===== src/rtl/rect_pkg.sv =====
// Shared constants and state encoding for the rectangle-fill sequencer.
package rect_pkg;

  localparam int RECT_X_W      = 9;
  localparam int RECT_Y_W      = 8;
  localparam int RECT_COLOR_W  = 3;
  localparam int RECT_SCREEN_W = 320;
  localparam int RECT_SCREEN_H = 240;

  typedef enum logic [1:0] {
    IDLE  = 2'd0,
    SWEEP = 2'd1,
    DONE  = 2'd2
  } state_t;

endpackage


===== src/rtl/sweep_counter.sv =====
// Row-major 2-D column/row counter for one rectangle; clear restarts at (0,0),
// en advances one pixel, last flags the final pixel of a w x h sweep.
module sweep_counter
  import rect_pkg::*;
#(
  parameter int X_W = RECT_X_W,
  parameter int Y_W = RECT_Y_W
) (
  input  logic           clk,
  input  logic           reset,
  input  logic           clear,
  input  logic           en,
  input  logic [X_W-1:0] w,
  input  logic [Y_W-1:0] h,
  output logic [X_W-1:0] col,
  output logic [Y_W-1:0] row,
  output logic           last
);

  localparam logic [X_W-1:0] ONE_X = 1;
  localparam logic [Y_W-1:0] ONE_Y = 1;

  logic col_end;

  assign col_end = (col == w - ONE_X);
  assign last    = col_end && (row == h - ONE_Y);

  always_ff @(posedge clk) begin
    if (reset || clear) begin
      col <= '0;
      row <= '0;
    end else if (en) begin
      if (col_end) begin
        col <= '0;
        row <= row + ONE_Y;
      end else begin
        col <= col + ONE_X;
      end
    end
  end

endmodule


===== src/rtl/rect_plotter.sv =====
// Rectangle-fill sequencer: accepts one rectangle per handshake and emits one
// registered plot strobe per unstalled cycle. Optional clipping: RECT_PLOTTER_CLIP_EN.
//
// state | meaning
// IDLE  | waiting for a request (req_ready follows one cycle behind)
// SWEEP | counter walking the rectangle; outputs trail the counter by one cycle
// DONE  | last pixel on the outputs (held while stalled); done pulses next cycle
module rect_plotter
  import rect_pkg::*;
#(
  parameter int X_W      = RECT_X_W,
  parameter int Y_W      = RECT_Y_W,
  parameter int COLOR_W  = RECT_COLOR_W,
  parameter int SCREEN_W = RECT_SCREEN_W,
  parameter int SCREEN_H = RECT_SCREEN_H
) (
  input  logic               clk,
  input  logic               reset,
  input  logic               req_valid,
  output logic               req_ready,
  input  logic [X_W-1:0]     req_x,
  input  logic [Y_W-1:0]     req_y,
  input  logic [X_W-1:0]     req_w,
  input  logic [Y_W-1:0]     req_h,
  input  logic [COLOR_W-1:0] req_color,
  input  logic               stall,
  output logic               plot,
  output logic [X_W-1:0]     plot_x,
  output logic [Y_W-1:0]     plot_y,
  output logic [COLOR_W-1:0] plot_color,
  output logic               busy,
  output logic               done
);

  if (SCREEN_W > (1 << X_W) || SCREEN_H > (1 << Y_W)) begin : g_screen_chk
    $error("rect_plotter: screen size does not fit the coordinate widths");
  end

  state_t state, state_nx;

  logic [X_W-1:0]     x_q, w_q;
  logic [Y_W-1:0]     y_q, h_q;
  logic [COLOR_W-1:0] color_q;

  logic           accept;
  logic           count_en;
  logic           hold_last;
  logic           last;
  logic [X_W-1:0] col;
  logic [Y_W-1:0] row;
  logic           vis;

  assign accept    = req_valid && req_ready && (state == IDLE);
  assign count_en  = (state == SWEEP) && !stall;
  // The final pixel is on the outputs during DONE; a stall must keep it there.
  assign hold_last = (state == DONE) && plot && stall;

  always_ff @(posedge clk) begin
    if (reset) state <= IDLE;
    else       state <= state_nx;
  end

  always_comb begin
    state_nx = state;
    case (state)
      IDLE:    if (accept) state_nx = (req_w == '0 || req_h == '0) ? DONE : SWEEP;
      SWEEP:   if (count_en && last) state_nx = DONE;
      DONE:    if (!hold_last) state_nx = IDLE;
      default: state_nx = IDLE;
    endcase
  end

  always_ff @(posedge clk) begin
    if (reset) begin
      x_q     <= '0;
      y_q     <= '0;
      w_q     <= '0;
      h_q     <= '0;
      color_q <= '0;
    end else if (accept) begin
      x_q     <= req_x;
      y_q     <= req_y;
      w_q     <= req_w;
      h_q     <= req_h;
      color_q <= req_color;
    end
  end

  sweep_counter #(
    .X_W (X_W),
    .Y_W (Y_W)
  ) u_sweep_counter (
    .clk   (clk),
    .reset (reset),
    .clear (accept),
    .en    (count_en),
    .w     (w_q),
    .h     (h_q),
    .col   (col),
    .row   (row),
    .last  (last)
  );

`ifdef RECT_PLOTTER_CLIP_EN
  localparam logic [X_W:0] SCR_W = SCREEN_W[X_W:0];
  localparam logic [Y_W:0] SCR_H = SCREEN_H[Y_W:0];

  logic [X_W:0] sum_x;
  logic [Y_W:0] sum_y;

  assign sum_x = {1'b0, x_q} + {1'b0, col};
  assign sum_y = {1'b0, y_q} + {1'b0, row};
  assign vis   = (sum_x < SCR_W) && (sum_y < SCR_H);
`else
  // Without clipping only the wrapped low bits of the sums are ever visible.
  logic [X_W-1:0] sum_x;
  logic [Y_W-1:0] sum_y;

  assign sum_x = x_q + col;
  assign sum_y = y_q + row;
  assign vis   = 1'b1;
`endif

  always_ff @(posedge clk) begin
    if (reset) begin
      plot       <= 1'b0;
      plot_x     <= '0;
      plot_y     <= '0;
      plot_color <= '0;
      busy       <= 1'b0;
      done       <= 1'b0;
      req_ready  <= 1'b1;
    end else begin
      req_ready <= (state == IDLE) && !accept;
      busy      <= (state == SWEEP) || hold_last;
      done      <= (state == DONE) && !hold_last;
      if (count_en) begin
        plot       <= vis;
        plot_x     <= sum_x[X_W-1:0];
        plot_y     <= sum_y[Y_W-1:0];
        plot_color <= color_q;
      end else if (!((state == SWEEP) || hold_last)) begin
        plot <= 1'b0;
      end
    end
  end

endmodule


===== config.mk =====
export PLATFORM = sky130hd
export DESIGN_NAME = rect_plotter
export DESIGN_NICKNAME = d
export VERILOG_FILES = /design/src/rtl/rect_pkg.sv /design/src/rtl/sweep_counter.sv /design/src/rtl/rect_plotter.sv
export SDC_FILE = /design/constraint.sdc
export NUM_CORES = 1
export LEC_CHECK = 0
export CAP_MARGIN = 20
export CORE_ASPECT_RATIO = 1.4
export CORE_MARGIN = 3
export CORE_UTILIZATION = 25
export CTS_CLUSTER_DIAMETER = 100
export DETAILED_ROUTE_END_ITERATION = 6
export GPL_TIMING_DRIVEN = 1
export PLACE_DENSITY = 0.45
export SLEW_MARGIN = 20
export SYNTH_ARGS = -nofsm -noshare
export SYNTH_HDL_FRONTEND = slang
export SYNTH_HIERARCHICAL = 1
export SYNTH_SLANG_ARGS = --single-unit
export TNS_END_PERCENT = 20

===== constraint.sdc =====
create_clock -name clk -period 3.6 [get_ports clk]
set_input_delay 0.72 -clock clk [delete_from_list [all_inputs] [get_ports clk]]
set_output_delay 0.72 -clock clk [all_outputs]
set_load 0.01 [all_outputs]

==> out/results.txt, run 1 <==
post-synthesis compound-gate area fraction: 18.5%
Routed Antenna Nets: 0
Async SR Flop Fraction: 0%
clk slew on worst S/H paths: 0.07 ns
WHS Endpoint: plot_color[0]$_SDFFE_PP0N_
Net Sw Frac: 29.3%
Pint: 1.76 mW
most common cell after layout, fill and taps aside: nand2_1
Fillers: 1785
Final period util: 81.7%
Initial DRC Count: 169
Slew headroom: 36.6%
Hold Buf Count CTS: 0
Starting Density: 25.9%
gr ovfl total: 0
cells after synthesis: 542
Final Hold Fails: 0
layout cells sized above 1: 5.97%
design area: 0.00560 mm²
clock power share: 41.3%
number of distinct library cells after synthesis: 59
largest net degree at the start of global routing: 46
Setup crit start kind: flop
Switch Pwr: 730 µW
reg2reg end: state[0]$_SDFFE_PP0P_
Final Max Tran Viols: 0
Sink Count: 80
Power Dens Cells: 446 mW/mm²
sequential cell area fraction in the yosys report: 36.4%
post-synthesis mux area share: 2.27%
Fmax: 340 MHz
Num CTS Buffers: 9
vias in the first global route: 3919
port bufs: 64
Vias/cell: 4.83
GRT Overall Usage: 13.0%
initial antenna violation count: 0
post-synthesis simple-gate area fraction: 26.4%
Final nets: 660
Clock Path Buffers: 2
Synth Area per Inst: 8.13 µm²
GP Congestion: 0.798
Synth warnings: 6
# rows: 56
hold path startpoint: color_q[0]$_SDFFE_PP0P_
R2R setup slack: 0.66 ns
Die Wd: 118 µm
Syn Nets: 604
Maximum Capacitance Violations: 0
Post-DP HPWL: 9490 µm
outcome: completed
register area: 0.00160 mm²
main combinational cell family by area after synthesis: simple AND/OR/NAND/NOR gates
Peak VDD IR: 190 µV
Most used DFF post-synth: dfxtp_1
fin crit period: 2.94 ns
Worst-Skew Late Latency: 0.34 ns
CP max FO: 8
Hold Path Stages: 2
adder-cell share of the synthesized area: 6.31%
DIE AREA: 0.0193 mm²
first-pass GRT wire length: 20000 µm
Die Span Y: 163 µm
Req. time, crit path: 3.82 ns
root buffer cell: clkbuf_16
Worst setup EP type: flop
logic gate share of total power: 18.9%
worst reg2reg path depth: 12
routed via count: 4035
Antenna Cells: 0
clk_skew: 0.0108 ns
htree depth: 3
Post-DP Area: 0.00527 mm²
total core area: 0.0170 mm²
crit path DAT: 3.16 ns
# IOs: 65
Reg2Reg Launch Point: w_q[0]$_SDFFE_PP0P_
Hold WC Path Type: reg2reg
number of synthesized register bits: 80
CTS tree: yes
Mapped Area: 0.00441 mm²
Multi-input gate area: 0.00262 mm²
post-CTS setup buffer count: 0
most frequent cells in the layout: nand2_1 (107), dfxtp_1 (80), clkdlybuf4s50_1 (63)
setup violators final: 0
area added between synthesis and finish: 27.0%
kind of critical path: reg2reg
RSZ-0062 raised after global routing: no
final setup TNS: 0 ns
Leak: 2.18 nW
wire per inst: 15.1 µm
Total Wirelength: 12600 µm
Post-synth EDFFs: 0
CTS-repair resized insts: 0
Seq pwr share: 39.8%
DRC Markers: 0
First-pass DRT Iterations: 4
post-synthesis xor/xnor area fraction: 6.08%
Slew @ Worst Pin: 0.948 ns
flip-flops by register name (all words and copies together) (netlist names):
name                 count
plot_x                   9
done                     1
u_sweep_counter/col      9
w_q                      9
color_q                  3
req_ready                1
u_sweep_counter/row      8
plot_color               3
x_q                      9
y_q                      8
plot                     1
h_q                      8
plot_y                   8
busy                     1
state                    2
synthesized netlist by cell type, drive strengths merged (3+ instances only):
cell type,instances,share of area (%)
a211o,3,0.60
a211oi,9,1.5
a21o,4,0.68
a21oi,57,6.5
a311oi,3,0.60
a31oi,8,1.1
and3,7,0.99
and4,3,0.60
buf,13,1.6
clkbuf,14,1.2
dfxtp,80,36
ha,19,5.4
inv,15,1.3
mux2i,10,2.3
nand2,107,9.1
nand2b,7,0.99
nand3,14,1.6
nand3b,6,1.0
nand4,8,1.1
nor2,23,2.0
nor2b,7,0.99
nor3,15,1.9
nor4,5,0.71
nor4b,6,1.5
o2111ai,3,0.60
o211a,3,0.68
o211ai,4,0.68
o21a,6,1.0
o21ai,10,1.1
o31ai,4,0.68
or2,3,0.43
or3,13,1.8
or4,4,0.68
xnor2,14,2.8
xor2,14,2.8
layer usage:
layer	GRT usage [%]	share of wire [%]
met3	1.94	2.3
met4	5.55	2.2
met5	0	0
met1	14.5	42
met2	24.3	53
critical path: stages (launching register included):
cell,delay (ns)
dfxtp_1,0.44
inv_1,0.07
ha_1,0.31
o21bai_1,0.22
a211oi_1,0.27
nor4_1,0.11
nor4_1,0.31
buf_4,0.18
nand2_1,0.06
nor4_1,0.34
nor2b_1,0.23
nor4b_1,0.07
a31o_2,0.23
worst max path at each step:
stage                                   start                    end  cells after the start
after floorplan           w_q[0]$_SDFFE_PP0P_  state[0]$_SDFFE_PP0P_                     12
after global placement    w_q[0]$_SDFFE_PP0P_  state[0]$_SDFFE_PP0P_                     12
after detailed placement  w_q[0]$_SDFFE_PP0P_  state[0]$_SDFFE_PP0P_                     12
after CTS                 w_q[0]$_SDFFE_PP0P_  state[0]$_SDFFE_PP0P_                     12
after global routing      w_q[0]$_SDFFE_PP0P_  state[0]$_SDFFE_PP0P_                     12
final                     w_q[0]$_SDFFE_PP0P_  state[0]$_SDFFE_PP0P_                     12
cell type report:
cell class | instances | area share [%]
clock buffers | 9 | 4.02
clock inverters | 7 | 1.90
inverters | 15 | 1.01
multi-input cells | 420 | 46.8
flip-flops and latches | 80 | 28.6
well taps | 232 | 5.19
repair buffers | 72 | 12.4
power by group through the flow:
stage	sequential (mW)	clock, mW	combinational (mW)
4_1_cts	0.993	1.06	0.481
2_1_floorplan	1.00	0	0.306
6_report	0.992	1.03	0.472
3_3_place_gp	1.01	0	0.473
3_5_place_dp	1.01	0	0.479
5_1_grt	1.00	1.09	0.526
metrics by stage:
stage / total power, mW / hold WS [ns] / std cells / utilization, % / setup WS [ns]
2_1_floorplan: 1.31 / 0.432 / 542 / - / 0.945
3_3_place_gp: 1.48 / 0.445 / 819 / 30.9 / 0.715
3_5_place_dp: 1.49 / 0.447 / 819 / 30.9 / 0.622
4_1_cts: 2.53 / 0.458 / 835 / 32.9 / 0.593
5_1_grt: 2.62 / 0.475 / 835 / 32.9 / 0.436
6_report: 2.49 / 0.456 / 835 / 32.9 / 0.660
cell families after synthesis:
kind of cell,count (synthesis)
flops,80
buf+inv,42
xor+xnor,29
compound gates,127
mux,10
simple gates,233
fa+ha+maj,21
(Power assumes the default switching activity.)
==> run 2, diff against run 1 <==
--- a/config.mk
+++ b/config.mk
@@ -12,7 +12,7 @@
 export CTS_CLUSTER_DIAMETER = 100
 export DETAILED_ROUTE_END_ITERATION = 6
 export GPL_TIMING_DRIVEN = 1
-export PLACE_DENSITY = 0.45
+export PLACE_DENSITY = 0.46
 export SLEW_MARGIN = 20
 export SYNTH_ARGS = -nofsm -noshare
 export SYNTH_HDL_FRONTEND = slang
==> constraint.sdc (replaced) <==
create_clock -name clk -period 2.5 [get_ports clk]
set_input_delay 0.5 -clock clk [delete_from_list [all_inputs] [get_ports clk]]
set_output_delay 0.5 -clock clk [all_outputs]
set_load 0.01 [all_outputs]
==> run 2 against run 1 <==
Flip-flop and latch count unchanged; die area unchanged; critical path type unchanged; sequential share of layout area down 1.2 points; highest routed layer unchanged; non-clock buffer count increased by 23.
==> out/results.txt, run 2 (synthesis gave the netlist of run 1 again) <==
outcome: completed
Peak VDD IR: 295 µV (+55%)
first-pass GRT wire length: 20900 µm (+4.4%)
Slew @ Worst Pin: 0.500 ns (-0.448 ns)
Leak: 2.32 nW (+6.4%)
total core area: 0.0170 mm² (unchanged)
CP max stage delay: 0.59 ns (+0.15 ns)
wire per inst: 15.3 µm (+0.97%)
GP Congestion: 0.809 (+1.4%)
Vias/cell: 4.93 (+2.0%)
kind of critical path: reg2reg
Setup crit start kind: flop
# rows: 56 (unchanged)
R2R setup slack: 0.07 ns (-0.59 ns)
# IOs: 65 (unchanged)
crit path DAT: 2.65 ns (-0.51 ns)
Antenna Cells: 0 (unchanged)
Starting Density: 25.9% (unchanged)
Post-DP HPWL: 9630 µm (+1.5%)
layout cells sized above 1: 12.3% (+6.4 points)
largest net degree at the start of global routing: 73 (+59%)
final worst slack: 0.0739 ns (-0.586 ns)
Total Wirelength: 13100 µm (+3.5%)
most frequent cells in the layout: nand2_1 (107), dfxtp_1 (75), clkdlybuf4s50_1 (63)
post-route insts no fill: 856 (+2.5%)
Worst-Skew Late Latency: 0.34 ns (about the same)
Pint: 2.68 mW (+52%)
GRT Overall Usage: 13.6% (+0.61 points)
worst reg2reg path depth: 9 (-3)
Post-DP Area: 0.00545 mm² (+3.5%)
Power Dens Cells: 630 mW/mm² (+41%)
port bufs: 64 (unchanged)
logic gate share of total power: 20.9% (+2.0 points)
Worst setup EP type: flop
Seq pwr share: 38.6% (-1.2 points)
Hold Buf Count CTS: 0 (unchanged)
Slew headroom: 66.6% (+30 points)
CP max FO: 7 (-1)
Num CTS Buffers: 9 (unchanged)
vias in the first global route: 4061 (+3.6%)
placed cells: 841 (+2.7%)
DIE AREA: 0.0193 mm² (unchanged)
design area: 0.00589 mm² (+5.2%)
root buffer cell: clkbuf_16
Final Hold Fails: 0 (unchanged)
Net Sw Frac: 27.7% (-1.5 points)
Hold Path Stages: 2 (unchanged)
Sink Count: 80 (unchanged)
CTS tree: yes
gr ovfl total: 0 (unchanged)
Die Span Y: 163 µm (unchanged)
htree depth: 3 (unchanged)
Final Total Pwr: 3.71 mW (+49%)
clk slew on worst S/H paths: 0.07 ns (about the same)
CP max-delay cell: or4_4
CP delay by family, top: simple AND/OR/NAND/NOR gates
Fillers: 1774 (-0.62%)
Crit path depth: 9 (-3)
Final nets: 683 (+3.5%)
post-layout util: 34.6% (+1.7 points)
Initial DRC Count: 207 (+22%)
Final Max Tran Viols: 0 (unchanged)
pre-CTS setup slack: -0.0802 ns (-0.703 ns)
initial antenna violation count: 0 (unchanged)
Maximum Capacitance Violations: 0 (unchanged)
Setup crit end: u_sweep_counter/row[6]$_SDFFE_PP0P_
clk_skew: 0.00856 ns (-0.00228 ns)
fin crit period: 2.43 ns (-0.514 ns)
Final period util: 97.0% (+15 points)
Req. time, crit path: 2.73 ns (-1.09 ns)
Critical path buffers and inverters: 2 (unchanged)
most common cell after layout, fill and taps aside: nand2_1
reg2reg end: u_sweep_counter/row[6]$_SDFFE_PP0P_
Switch Pwr: 1.03 mW (+41%)
First-pass DRT Iterations: 5 (+1)
Clock Path Buffers: 2 (unchanged)
routed via count: 4218 (+4.5%)
Hold WC Path Type: reg2reg
clock power share: 40.6% (-0.7 points)
setup violators final: 0 (unchanged)
Fmax: 412 MHz (+21%)
area added between synthesis and finish: 33.6%
worst setup path start: w_q[1]$_SDFFE_PP0P_
Die Wd: 118 µm (unchanged)
DRC Markers: 0 (unchanged)
Routed Antenna Nets: 0 (unchanged)
Reg2Reg Launch Point: w_q[1]$_SDFFE_PP0P_
CP cell instances: inv_2 -> ha_4 -> buf_4 -> xnor3_1 -> and4_1 -> nor4_4 -> or4_4 -> or3_1 -> mux2i_1
==> run 2: changes by cell type in the layout (fill, tap and decap cells not counted), sizes merged <==
cell    previous run  this run
clkinv             0         2
bufinv             2         3
buf                9        32
inv               20        15
==> run 2: repair_timing <==
item	4_1_cts	5_1_grt
gates resized for setup	2	24
pin swaps	1	7
endpoints found under the setup margin	4	17
setup buffers	0	1
==> run 2: power groups by stage <==
stage | combinational [mW] | sequential, mW | clock, mW
final | 0.773 | 1.43 | 1.50
after global routing | 0.858 | 1.44 | 1.60
after CTS | 0.750 | 1.43 | 1.55
after detailed placement | 0.745 | 1.46 | 0
after global placement | 0.738 | 1.45 | 0
after floorplan | 0.443 | 1.44 | 0
==> run 2: metal layers <==
| layer | GRT usage, % | vias up | part of all wire (%) |
|---|---|---|---|
| li1 | - | 2094 | - |
| met5 | 0 | - | 0 |
| met4 | 5.33 | 0 | 1.9 |
| met1 | 15.4 | 2020 | 42 |
| met3 | 2.29 | 20 | 3.1 |
| met2 | 25.1 | 84 | 53 |
==> run 2: layout make-up <==
type	instances	area, µm²	area share, %
Clock buffer	9	225	3.83
Clock inverter	5	108	1.83
Inverter	15	56.3	0.957
Multi-Input combinational cell	420	2710	46.1
Sequential cell	80	1610	27.4
Tap cell	232	290	4.93
Timing Repair Buffer	95	881	15.0
==> run 2: worst reg2reg max path, cell delays in order, from the launching register on <==
cell and delay, ns:
dfxtp_4 0.36, inv_2 0.05, ha_4 0.17, buf_4 0.14, xnor3_1 0.19, and4_1 0.24
nor4_4 0.07, or4_4 0.59, or3_1 0.38, mux2i_1 0.12
==> run 2: through the flow <==
step                      hold WS (ns)  setup TNS (ns)
final                            0.456               0
after global routing             0.471         -0.0104
after CTS                        0.460         -0.0476
after detailed placement         0.451          -0.205
after global placement           0.445         -0.0257
after floorplan                  0.432               0
==> run 2: worst min path at each step <==
stage / from / to / slack [ns]
2_1_floorplan: color_q[0]$_SDFFE_PP0P_ / plot_color[0]$_SDFFE_PP0N_ / 0.43
3_3_place_gp: color_q[0]$_SDFFE_PP0P_ / plot_color[0]$_SDFFE_PP0N_ / 0.45
3_5_place_dp: color_q[0]$_SDFFE_PP0P_ / color_q[0]$_SDFFE_PP0P_ / 0.45
4_1_cts: color_q[1]$_SDFFE_PP0P_ / plot_color[1]$_SDFFE_PP0N_ / 0.46
5_1_grt: plot_x[3]$_SDFFE_PP0N_ / plot_x[3]$_SDFFE_PP0N_ / 0.47
6_report: plot_x[1]$_SDFFE_PP0N_ / plot_x[1]$_SDFFE_PP0N_ / 0.46
